--- src/rtl/wb_pkg.sv ---
// Shared constants and types for the MEM->WB pipeline register.
// State encoding doubles as the occupancy count.
package wb_pkg;

  localparam logic [1:0] ST_EMPTY = 2'd0;
  localparam logic [1:0] ST_ONE   = 2'd1;
  localparam logic [1:0] ST_FULL  = 2'd2;

  localparam int DEF_ADDR_W   = 5;
  localparam int DEF_DATA_W   = 32;
  localparam int WB_PAYLOAD_W = DEF_ADDR_W + 1 + DEF_DATA_W;

  localparam int unsigned REG_ZERO = 0;

  typedef enum logic [1:0] {
    EMPTY = ST_EMPTY,
    ONE   = ST_ONE,
    FULL  = ST_FULL
  } wb_state_e;

endpackage

--- src/rtl/wb_payload_reg.sv ---
// Enable-load payload register with asynchronous active-low clear.
// Used for both the main and the skid slot of wb_pipe_reg.
module wb_payload_reg
  import wb_pkg::*;
#(
  parameter int W = WB_PAYLOAD_W
) (
  input  logic         clk,
  input  logic         rst_n,
  input  logic         load,
  input  logic [W-1:0] d,
  output logic [W-1:0] q
);

  always_ff @(posedge clk or negedge rst_n) begin
    if (!rst_n) begin
      q <= '0;
    end else if (load) begin
      q <= d;
    end
  end

endmodule

--- src/rtl/wb_pipe_reg.sv ---
// MEM->WB pipeline register with valid/ready handshake, optional 2-entry skid
// buffer, synchronous flush and x0 write suppression.
//
// state | meaning
// EMPTY | nothing held, out_valid=0
// ONE   | main slot holds the entry shown on out_*
// FULL  | main and skid slots both held (SKID=1 only), in_ready=0
module wb_pipe_reg
  import wb_pkg::*;
#(
  parameter int DATA_W = 32,
  parameter int ADDR_W = 5,
  parameter int SKID   = 1
) (
  input  logic              clk,
  input  logic              rst_n,
  input  logic              flush,
  input  logic              in_valid,
  output logic              in_ready,
  input  logic [ADDR_W-1:0] in_wd,
  input  logic              in_wreg,
  input  logic [DATA_W-1:0] in_wdata,
  output logic              out_valid,
  input  logic              out_ready,
  output logic [ADDR_W-1:0] out_wd,
  output logic              out_wreg,
  output logic [DATA_W-1:0] out_wdata,
  output logic [1:0]        occupancy
);

  localparam int PW = ADDR_W + 1 + DATA_W;

  wb_state_e   state_q, state_d;
  logic        acc_fire, rel_fire;
  logic        load_main, load_skid, main_from_skid;
  logic        wreg_qual;
  logic [PW-1:0] in_payload, main_d, main_q, skid_q;

  assign acc_fire = in_valid & in_ready;
  assign rel_fire = out_valid & out_ready;

  // x0 is never written; qualify once at capture so out_wreg needs no decode.
  assign wreg_qual  = in_wreg & (in_wd != ADDR_W'(REG_ZERO));
  assign in_payload = {in_wd, wreg_qual, in_wdata};
  assign main_d     = main_from_skid ? skid_q : in_payload;

  always_ff @(posedge clk or negedge rst_n) begin
    if (!rst_n) begin
      state_q <= EMPTY;
    end else begin
      state_q <= state_d;
    end
  end

  always_comb begin
    state_d        = state_q;
    load_main      = 1'b0;
    load_skid      = 1'b0;
    main_from_skid = 1'b0;
    if (flush) begin
      state_d = EMPTY;
    end else begin
      case (state_q)
        EMPTY: begin
          if (acc_fire) begin
            state_d   = ONE;
            load_main = 1'b1;
          end
        end
        ONE: begin
          if (acc_fire && rel_fire) begin
            load_main = 1'b1;
          end else if (acc_fire && (SKID != 0)) begin
            state_d   = FULL;
            load_skid = 1'b1;
          end else if (rel_fire) begin
            state_d = EMPTY;
          end
        end
        FULL: begin
          if (rel_fire) begin
            state_d        = ONE;
            load_main      = 1'b1;
            main_from_skid = 1'b1;
          end
        end
        default: state_d = EMPTY;
      endcase
    end
  end

  wb_payload_reg #(.W(PW)) u_main (
    .clk   (clk),
    .rst_n (rst_n),
    .load  (load_main),
    .d     (main_d),
    .q     (main_q)
  );

  wb_payload_reg #(.W(PW)) u_skid (
    .clk   (clk),
    .rst_n (rst_n),
    .load  (load_skid),
    .d     (in_payload),
    .q     (skid_q)
  );

  generate
    if (SKID != 0) begin : g_skid_ready
      // Registered so in_ready never depends combinationally on out_ready.
      logic ready_q;
      always_ff @(posedge clk or negedge rst_n) begin
        if (!rst_n) begin
          ready_q <= 1'b1;
        end else begin
          ready_q <= (state_d != FULL);
        end
      end
      assign in_ready = ready_q;
    end else begin : g_comb_ready
      assign in_ready = ~out_valid | out_ready;
    end
  endgenerate

  assign out_valid = (state_q != EMPTY);
  assign occupancy = state_q;
  assign out_wd    = main_q[PW-1 -: ADDR_W];
  assign out_wreg  = main_q[DATA_W] & out_valid;
  assign out_wdata = main_q[DATA_W-1:0];

endmodule

--- config.mk ---
export PLATFORM = sky130hd
export DESIGN_NAME = wb_pipe_reg
export DESIGN_NICKNAME = d
export VERILOG_FILES = /design/src/rtl/wb_pkg.sv /design/src/rtl/wb_payload_reg.sv /design/src/rtl/wb_pipe_reg.sv
export SDC_FILE = /design/constraint.sdc
export NUM_CORES = 1
export LEC_CHECK = 0
export BUFFER_PORTS_ARGS = -buffer_cell sky130_fd_sc_hd__buf_2
export CORE_ASPECT_RATIO = 2
export CORE_MARGIN = 3
export CORE_UTILIZATION = 55
export DETAILED_ROUTE_END_ITERATION = 6
export GPL_TIMING_DRIVEN = 0
export HOLD_SLACK_MARGIN = 0.03
export PLACE_DENSITY = 0.81
export REMOVE_ABC_BUFFERS = 1
export SYNTH_ARGS = -nofsm -noshare
export SYNTH_HDL_FRONTEND = slang
export SYNTH_SLANG_ARGS = --single-unit
--- constraint.sdc ---
create_clock -name clk -period 4.55 [get_ports clk]
set_input_delay 0.91 -clock clk [delete_from_list [all_inputs] [get_ports clk]]
set_output_delay 0.91 -clock clk [all_outputs]
set_load 0.05 [all_outputs]
**Word level (Yosys, flattened, before mapping)**

Cells that the tools add are included.

- Register bits: 79
- Input port bits: 43
- Output and inout port bits: 42
- Word-level logic and storage cells: 33

- Bitwise operators: 4
- Equality and inequality tests: 3
- Multiplexer cells: 18
- Reductions and logical operators: 4

Operator list:

| kind | number |
|---|---|
| 38-bit two-way mux | 1 |
| 2-bit two-way mux | 6 |
| 1-bit two-way mux | 9 |
| 2-bit one-hot mux with 3 select lines | 1 |
| 5-bit nonzero test | 1 |
| 1-bit AND | 4 |
| 1-bit one-hot mux with 3 select lines | 1 |
| 2-bit by 1-bit == test with 1-bit output (second input constant) | 1 |
| 2-bit == test (second input constant) | 1 |
| 2-bit zero test | 1 |
| 2-bit inequality test (second input constant) | 1 |
| 2-bit nonzero test | 1 |
| 1-bit logical AND | 1 |

**Depth between registers and ports, before layout**

Gate-level depths: netlist of run 1.

- Depth after elaboration: 8
- Mapped depth: 7
- Depth with buffers taken out: 4

**Modules after synthesis**

Synthesis of run 1 repeated with hierarchy kept, for this count alone.

- Cells, all modules: 224
- Area, all modules: 3633.5 um2

By module, submodules not included:

| module | times used | area each (um2) | cells each | seq. area each (um2) |
|---|---|---|---|---|
| wb_payload_reg | 2 | 1492.7 | 80 | 950.9 |
| wb_pipe_reg | 1 | 648.1 | 64 | 76.3 |

**Worst setup path before layout of run 1**

Ideal clock, no wire load.

- Path kind: flip-flop to output port
- Start: register state_q[1], in the netlist occupancy[1]
- End: output out_wreg
- Setup slack: 2.083 ns
- Required time: 3.640 ns
- Arrival: 1.557 ns
- Path buffers: 0
- Cell stages (with the launch flop): 3
- Path through: dfrtp_1 -> or2_2 -> and2_1

- Longest elaborated chain between the ends: 2

Ends and longest elaborated chain:

| element | RTL line | text |
|---|---|---|
| start, declared | wb_pipe_reg.sv:33 | `wb_state_e state_q, state_d;` |
| start signal, assigned | wb_pipe_reg.sv:51 | `state_q <= state_d;` |
| 2-bit nonzero test | wb_pipe_reg.sv:125 | `assign out_valid = (state_q != EMPTY);` |
| via out_valid | wb_pipe_reg.sv:23 | `output logic out_valid,` |
| 1-bit AND | wb_pipe_reg.sv:128 | `assign out_wreg = main_q[DATA_W] & out_valid;` |
| end, declared | wb_pipe_reg.sv:26 | `output logic out_wreg,` |

The timed path passes the listed nets, and every way through them passes these cells.

**Worst setup path after layout of run 1**

- Start: register state_q[1], in the netlist occupancy[1]
- End: output out_wreg

- Longest elaborated chain between the ends: 2

Ends and longest elaborated chain:

| element | RTL line |
|---|---|
| 2-bit nonzero test | wb_pipe_reg.sv:125 |
| 1-bit AND | wb_pipe_reg.sv:128 |

Every way passes these cells.

==> flow_metrics.tcl, run 1 <==
set metrics [dict create \
    start_kind "flop" \
    yosys_most_used_dff "sky130_fd_sc_hd__dfrtp_1" \
    layout_filler_cell_count 521 \
    type_of_the_worst_min_delay_path "input port to asynchronous set/reset pin" \
    synth.yosys.warnings 0 \
    maximum_number_of_pins_on_one_net_before_global_route_repair 71 \
    whs_ns 0.402 \
    synth_seq_cells 79 \
    clock-skew-final_ns 0.00549 \
    clk_latency_ns 0.33 \
    pwr_density_cell_mw_per_mm2 524 \
    final_net_count 396 \
    setup_ws_ns 2.15 \
    path_cells "or2_2, and2_1, buf_2" \
    cts.htree.levels 3 \
    cts_resized 0 \
    syn-mean-instance-area_um2 12.0 \
    cp_data_arrival_time_ns 1.49 \
    grt.overflow.total 0 \
    cts-buffers-inserted 9 \
    fraction_of_final_layout_cells_sized_beyond_drive_strength_1_pct 38.0 \
    post-route-drc-count 0 \
    antenna_cells_inserted 0 \
    routed-via-count 2283 \
    initial_antenna_violation_count 0 \
    timing.slew.headroom_pct 49.6 \
    worst-endpoint-required_ns 3.64 \
    height_of_the_chip_um 121 \
    ctsHoldBuffers 0 \
    run_status "finished, final reports clean" \
    synth_top_cell_area_share_pct 53.4 \
    synth_async_sr_flop_share_pct 100 \
    dpl-instance-area_mm2 0.00395 \
    layout.cells.most_common "sky130_fd_sc_hd__buf_2" \
    syn_area_mm2 0.00366 \
    first_global_vias 2310 \
    rr_worst_depth 5 \
    max_freq_ghz 0.416 \
    grt_pass1_wl_um 11000 \
    buffer_ports.inserted 84 \
    clock_path_buffers 2 \
    cts.sinks 79 \
    worst-path-max-fanout 9 \
    post-place-cells 428 \
    slowest_stage "sky130_fd_sc_hd__dfrtp_1" \
    synth_enable_flop_cells 0 \
    detailed_place_hpwl_um 4790 \
    post_drt_wl_per_cell_um 15.0 \
    synth_top_cell_by_area "sky130_fd_sc_hd__dfrtp_1" \
    detailedPlace.worstSlack_ns 1.88 \
    drv.max_cap_violation_count 0 \
    slowest_delay_ns 0.47 \
    setup_viol_count_final 0 \
    die_w_um 63.7 \
    initial_utilization_pct 57.5 \
    drt_first_pass_iters 4 \
    min_period_over_period_pct 52.8 \
    rsz0062_at_grt "no" \
    gp_congestion 0.714 \
    kind_of_critical_path "flop to output pin" \
    most-common-layout-cells "83 x sky130_fd_sc_hd__buf_2, 78 x sky130_fd_sc_hd__dfrtp_1, 39 x sky130_fd_sc_hd__nor2_1" \
    tritoncts "built" \
    syn2layout_area_growth_pct 15.6 \
    vdd_ir_drop_max_uv 336 \
    initialDrtViolationCount 115 \
    routed_wirelength_um 6660 \
    seq_area_frac_synth_pct 54.1 \
    die_area_mm2 0.00772 \
    ys_top_cells_by_area "sky130_fd_sc_hd__dfrtp_1 53%, sky130_fd_sc_hd__mux2i_1 10%, sky130_fd_sc_hd__buf_4 8.6%, sky130_fd_sc_hd__mux2_2 8.3%, sky130_fd_sc_hd__a21oi_1 5.1%" \
    end_kind "output pin" \
    ys_types 30 \
    tightest_slew_ns 0.755 \
    finalHoldViolCount 0 \
    power.static_leakage_nw 1.83 \
    global_route.usage.total_pct 18.9 \
    cts_post_setup_buffers_inserted 0 \
    floorplan.core_area_mm2 0.00636 \
    final_max_slew_viol_count 0 \
    top_level_ports 85 \
    layout_min_cycle_time_ns 2.40 \
    clk_root_buffer_cell "sky130_fd_sc_hd__clkbuf_16" \
    path_clk_slew_ns 0.06 \
    finished_layout_cells 444 \
    antenna_violating_nets_post_route 0 \
    finished_layout_cell_area_mm2 0.00423 \
    viasPerCell 5.14 \
    post_synthesis_cells 305 \
    rows 41 \
    finalPower_mw 2.21 \
]
==> critical path: cells and delay by family (launching register included) <==
| family | cells | cell delay, ns |
|---|---|---|
| buffers and inverters | 1 | 0.20 |
| and+or+nand+nor | 2 | 0.49 |
| DFF | 1 | 0.47 |
==> sequential cells by signal (all words and copies together) (netlist names) <==
register and flops:
u_main.q 38, u_skid.q 38, occupancy 2, in_ready 1
==> cells in the mapped netlist (2+ instances only) <==
library cell and instances:
sky130_fd_sc_hd__inv_1 2, sky130_fd_sc_hd__buf_2 8, sky130_fd_sc_hd__mux2_1 10, sky130_fd_sc_hd__a21oi_1 37, sky130_fd_sc_hd__nand2_1 2, sky130_fd_sc_hd__nor2_1 39
sky130_fd_sc_hd__buf_4 42, sky130_fd_sc_hd__dfrtp_1 78, sky130_fd_sc_hd__buf_6 2, sky130_fd_sc_hd__mux2i_1 38, sky130_fd_sc_hd__mux2_2 27, sky130_fd_sc_hd__a31oi_1 2
==> report_power, final <==
part | internal [mW] | switching, mW | total, mW
logic | 0.190 | 0.390 | 0.580
clock network | 0.415 | 0.254 | 0.669
registers | 0.876 | 0.0872 | 0.964
total | 1.48 | 0.732 | 2.21
==> area by class of cell <==
type,count,area [µm²],area share (%)
flip-flops and latches,79,1980,46.8
multi-input cells,169,1290,30.5
well taps,86,108,2.55
clock buffers,16,282,6.66
inverters,3,11.3,0.266
repair buffers,91,559,13.2
==> metal layers <==
layer  track usage [%]  routed length [µm]  vias up
met2              31.4                3660       49
met1              21.9                2590     1123
met4              10.6                 152        0
met3              4.63                 255       10
met5                 0                   0        -
li1                  -                   -     1101
==> kinds of logic (layout without fill, tap and decap cells) <==
kind of cell    count (synthesis)  in the layout  synth area share [%]
simple gates                   50             50                  6.47
mux                            75             75                  21.8
flops                          79             79                  54.1
compound gates                 44             44                  6.50
buf+inv                        57            110                  11.2
==> per-stage QoR <==
stage	util (%)	TNS, ns
after floorplan	-	0
after global placement	59.6	-23.63
after detailed placement	62.0	0
after CTS	66.4	0
after global routing	66.4	0
final	66.4	0
==> final timing paths <==
check,from,endpoint,slack [ns]
max,occupancy[1],out_wreg,2.15
min,rst_n,u_main.q[20],0.40
max in group asynchronous,rst_n,in_ready,3.55
min in group clk,u_main.q[32],u_main.q[32],0.48
min reg2reg,u_main.q[32],u_main.q[32],0.48
max reg2reg,in_ready,u_skid.q[7],2.43
Note: power is estimated with default switching activity, not from simulation.
==> run 2: changes to the inputs <==
Settings changed: CORE_UTILIZATION 55 to 54, PLACE_DENSITY 0.81 to 0.8.
Clock period 4.55 ns to 2.3 ns, I/O delays scaled along.
==> run 2 against run 1 <==
Against the previous run:
- via count stayed put
- critical path type is now flop to flop
- largest power group unchanged
- die area grew 1.7%
- design area decreased by 0.62%
- global-route usage decreased by 0.21 points
- sequential share of layout area grew 0.29 points
- final cell count down 0.23%
- non-clock buffer count is the same
- sequential power grew 98%
- count of clock-buffer cells in the layout is 2 lower
==> flow_metrics.tcl, run 2 (synthesis gave the netlist of run 1 again) <==
set metrics [dict create \
    first_global_vias 2343 \
    initial_antenna_violation_count 0 \
    finished_layout_cell_area_mm2 0.00420 \
    slowest_delay_ns 0.55 \
    internal_power_mw 2.86 \
    slowest_stage "sky130_fd_sc_hd__dfstp_2" \
    global_route.usage.total_pct 18.7 \
    detailed_place_hpwl_um 4770 \
    setup_total_negative_slack_ns 0 \
    power.share.switching_pct 33.5 \
    ctsHoldBuffers 0 \
    die_area_mm2 0.00786 \
    setup_ws_ns 0.263 \
    power.static_leakage_nw 1.82 \
    cp_data_arrival_time_ns 2.24 \
    path_common_cell "sky130_fd_sc_hd__buf_6" \
    maximum_number_of_pins_on_one_net_before_global_route_repair 54 \
    antenna_cells_inserted 0 \
    rows 41 \
    final_max_slew_viol_count 0 \
    layout_min_cycle_time_ns 2.04 \
    start_kind "flop" \
    cts-buffers-inserted 9 \
    drt_first_pass_iters 4 \
    cts.htree.levels 3 \
    detailedPlace.worstSlack_ns 0.189 \
    layout_filler_cell_count 538 \
    finalPower_mw 4.31 \
    pwr_density_cell_mw_per_mm2 1030 \
    cts.sinks 79 \
    finished_layout_cells 443 \
    worst-endpoint-required_ns 2.50 \
    clock_path_buffers 2 \
    path_cells "nand2_1, nor4b_4, buf_6, buf_6, mux2_1" \
    gp_congestion 0.724 \
    p_sw_mw 1.44 \
    post-route-drc-count 0 \
    top_level_ports 85 \
    drv.max_cap_violation_count 0 \
    layout.cells.most_common "sky130_fd_sc_hd__buf_2" \
    height_of_the_chip_um 122 \
    type_of_the_worst_min_delay_path "input port to asynchronous set/reset pin" \
    clk_root_buffer_cell "sky130_fd_sc_hd__clkbuf_16" \
    timing.slew.headroom_pct 59.7 \
    vdd_ir_drop_max_uv 619 \
    viasPerCell 5.15 \
    clock-skew-final_ns 0.00275 \
    worst-path-max-fanout 12 \
    initialDrtViolationCount 89 \
    clkPwrFrac_pct 28.9 \
    post_drt_wl_per_cell_um 15.3 \
    cts_post_setup_buffers_inserted 0 \
    path_clk_slew_ns 0.05 \
    dpl-instance-area_mm2 0.00394 \
    fraction_of_final_layout_cells_sized_beyond_drive_strength_1_pct 37.8 \
    run_status "finished, final reports clean" \
    syn2layout_area_growth_pct 14.8 \
    most-common-layout-cells "83 x sky130_fd_sc_hd__buf_2, 78 x sky130_fd_sc_hd__dfrtp_1, 39 x sky130_fd_sc_hd__nor2_1" \
    cts_resized 0 \
    finalHoldViolCount 0 \
    tritoncts "built" \
    timing.critical_path.max_delay_family "simple AND/OR/NAND/NOR gates" \
    die_w_um 64.2 \
    routed_wirelength_um 6770 \
    end_kind "flop" \
    tightest_slew_ns 0.604 \
    min_period_over_period_pct 88.6 \
    final_net_count 396 \
    setup_viol_count_final 0 \
    kind_of_critical_path "flop to flop" \
    floorplan.core_area_mm2 0.00646 \
    routed-via-count 2283 \
    post-place-cells 428 \
    grt_pass1_wl_um 10900 \
    cp_num_buf_inv 2 \
    initial_utilization_pct 56.6 \
    antenna_violating_nets_post_route 0 \
    buffer_ports.inserted 84 \
    rsz0062_at_grt "no" \
    combPwrFrac_pct 26.8 \
    clk_latency_ns 0.32 \
    grt.overflow.total 0 \
    max_freq_ghz 0.491 \
    share_seq_of_total_power_pct 44.3 \
]
-- run 2: cell types whose count changed in the layout (fill, tap and decap cells not counted) --
cell / delta
sky130_fd_sc_hd__buf_8: -1
sky130_fd_sc_hd__buf_6: +1
sky130_fd_sc_hd__clkbuf_8: -2
sky130_fd_sc_hd__clkinv_2: +1
-- run 2: stage by stage --
stage / util [%] / hold slack [ns]
detailed placement: 61.0 / 0.405
floorplan: - / 0.164
global placement: 58.6 / 0.467
finish: 65.0 / 0.0476
global route: 65.0 / 0.0485
CTS: 65.0 / 0.0520
-- run 2: path summary, 6_finish.rpt --
| path | cells after the start | slack, ns | endpoint | from |
|---|---|---|---|---|
| worst max-delay path | 5 | 0.26 | u_skid.q[26] | in_ready |
| worst min-delay path | 1 | 0.05 | u_main.q[13] | rst_n |
| worst max register to register | 5 | 0.26 | u_skid.q[26] | in_ready |
| worst min register to register | 1 | 0.48 | u_skid.q[23] | u_skid.q[23] |
| max in group asynchronous | 2 | 1.64 | in_ready | rst_n |
| min in group clk | 2 | 0.36 | u_skid.q[21] | in_wdata[21] |
-- run 2: cell type report --
cell class / count / area [µm²] / share of cell area, %
inverters: 3 / 11.3 / 0.268
repair buffers: 91 / 556 / 13.2
well taps: 86 / 108 / 2.56
clock inverters: 1 / 5.00 / 0.119
flip-flops and latches: 79 / 1980 / 47.1
clock buffers: 14 / 254 / 6.05
multi-input cells: 169 / 1290 / 30.7
-- run 2: per-layer routing --
layer | track usage [%] | vias up | routed length, µm
li1 | - | 1105 | -
met1 | 20.3 | 1122 | 2600
met2 | 33.2 | 47 | 3820
met3 | 5.22 | 9 | 232
met4 | 8.34 | 0 | 120
met5 | 0 | - | 0
-- run 2: power groups by stage --
stage | registers, mW | logic [mW] | clock network [mW]
detailed placement | 1.93 | 1.17 | 0
floorplan | 2.37 | 0.374 | 0
global placement | 1.91 | 1.11 | 0
CTS | 1.91 | 1.17 | 1.28
finish | 1.91 | 1.15 | 1.24
global route | 1.95 | 1.23 | 1.35
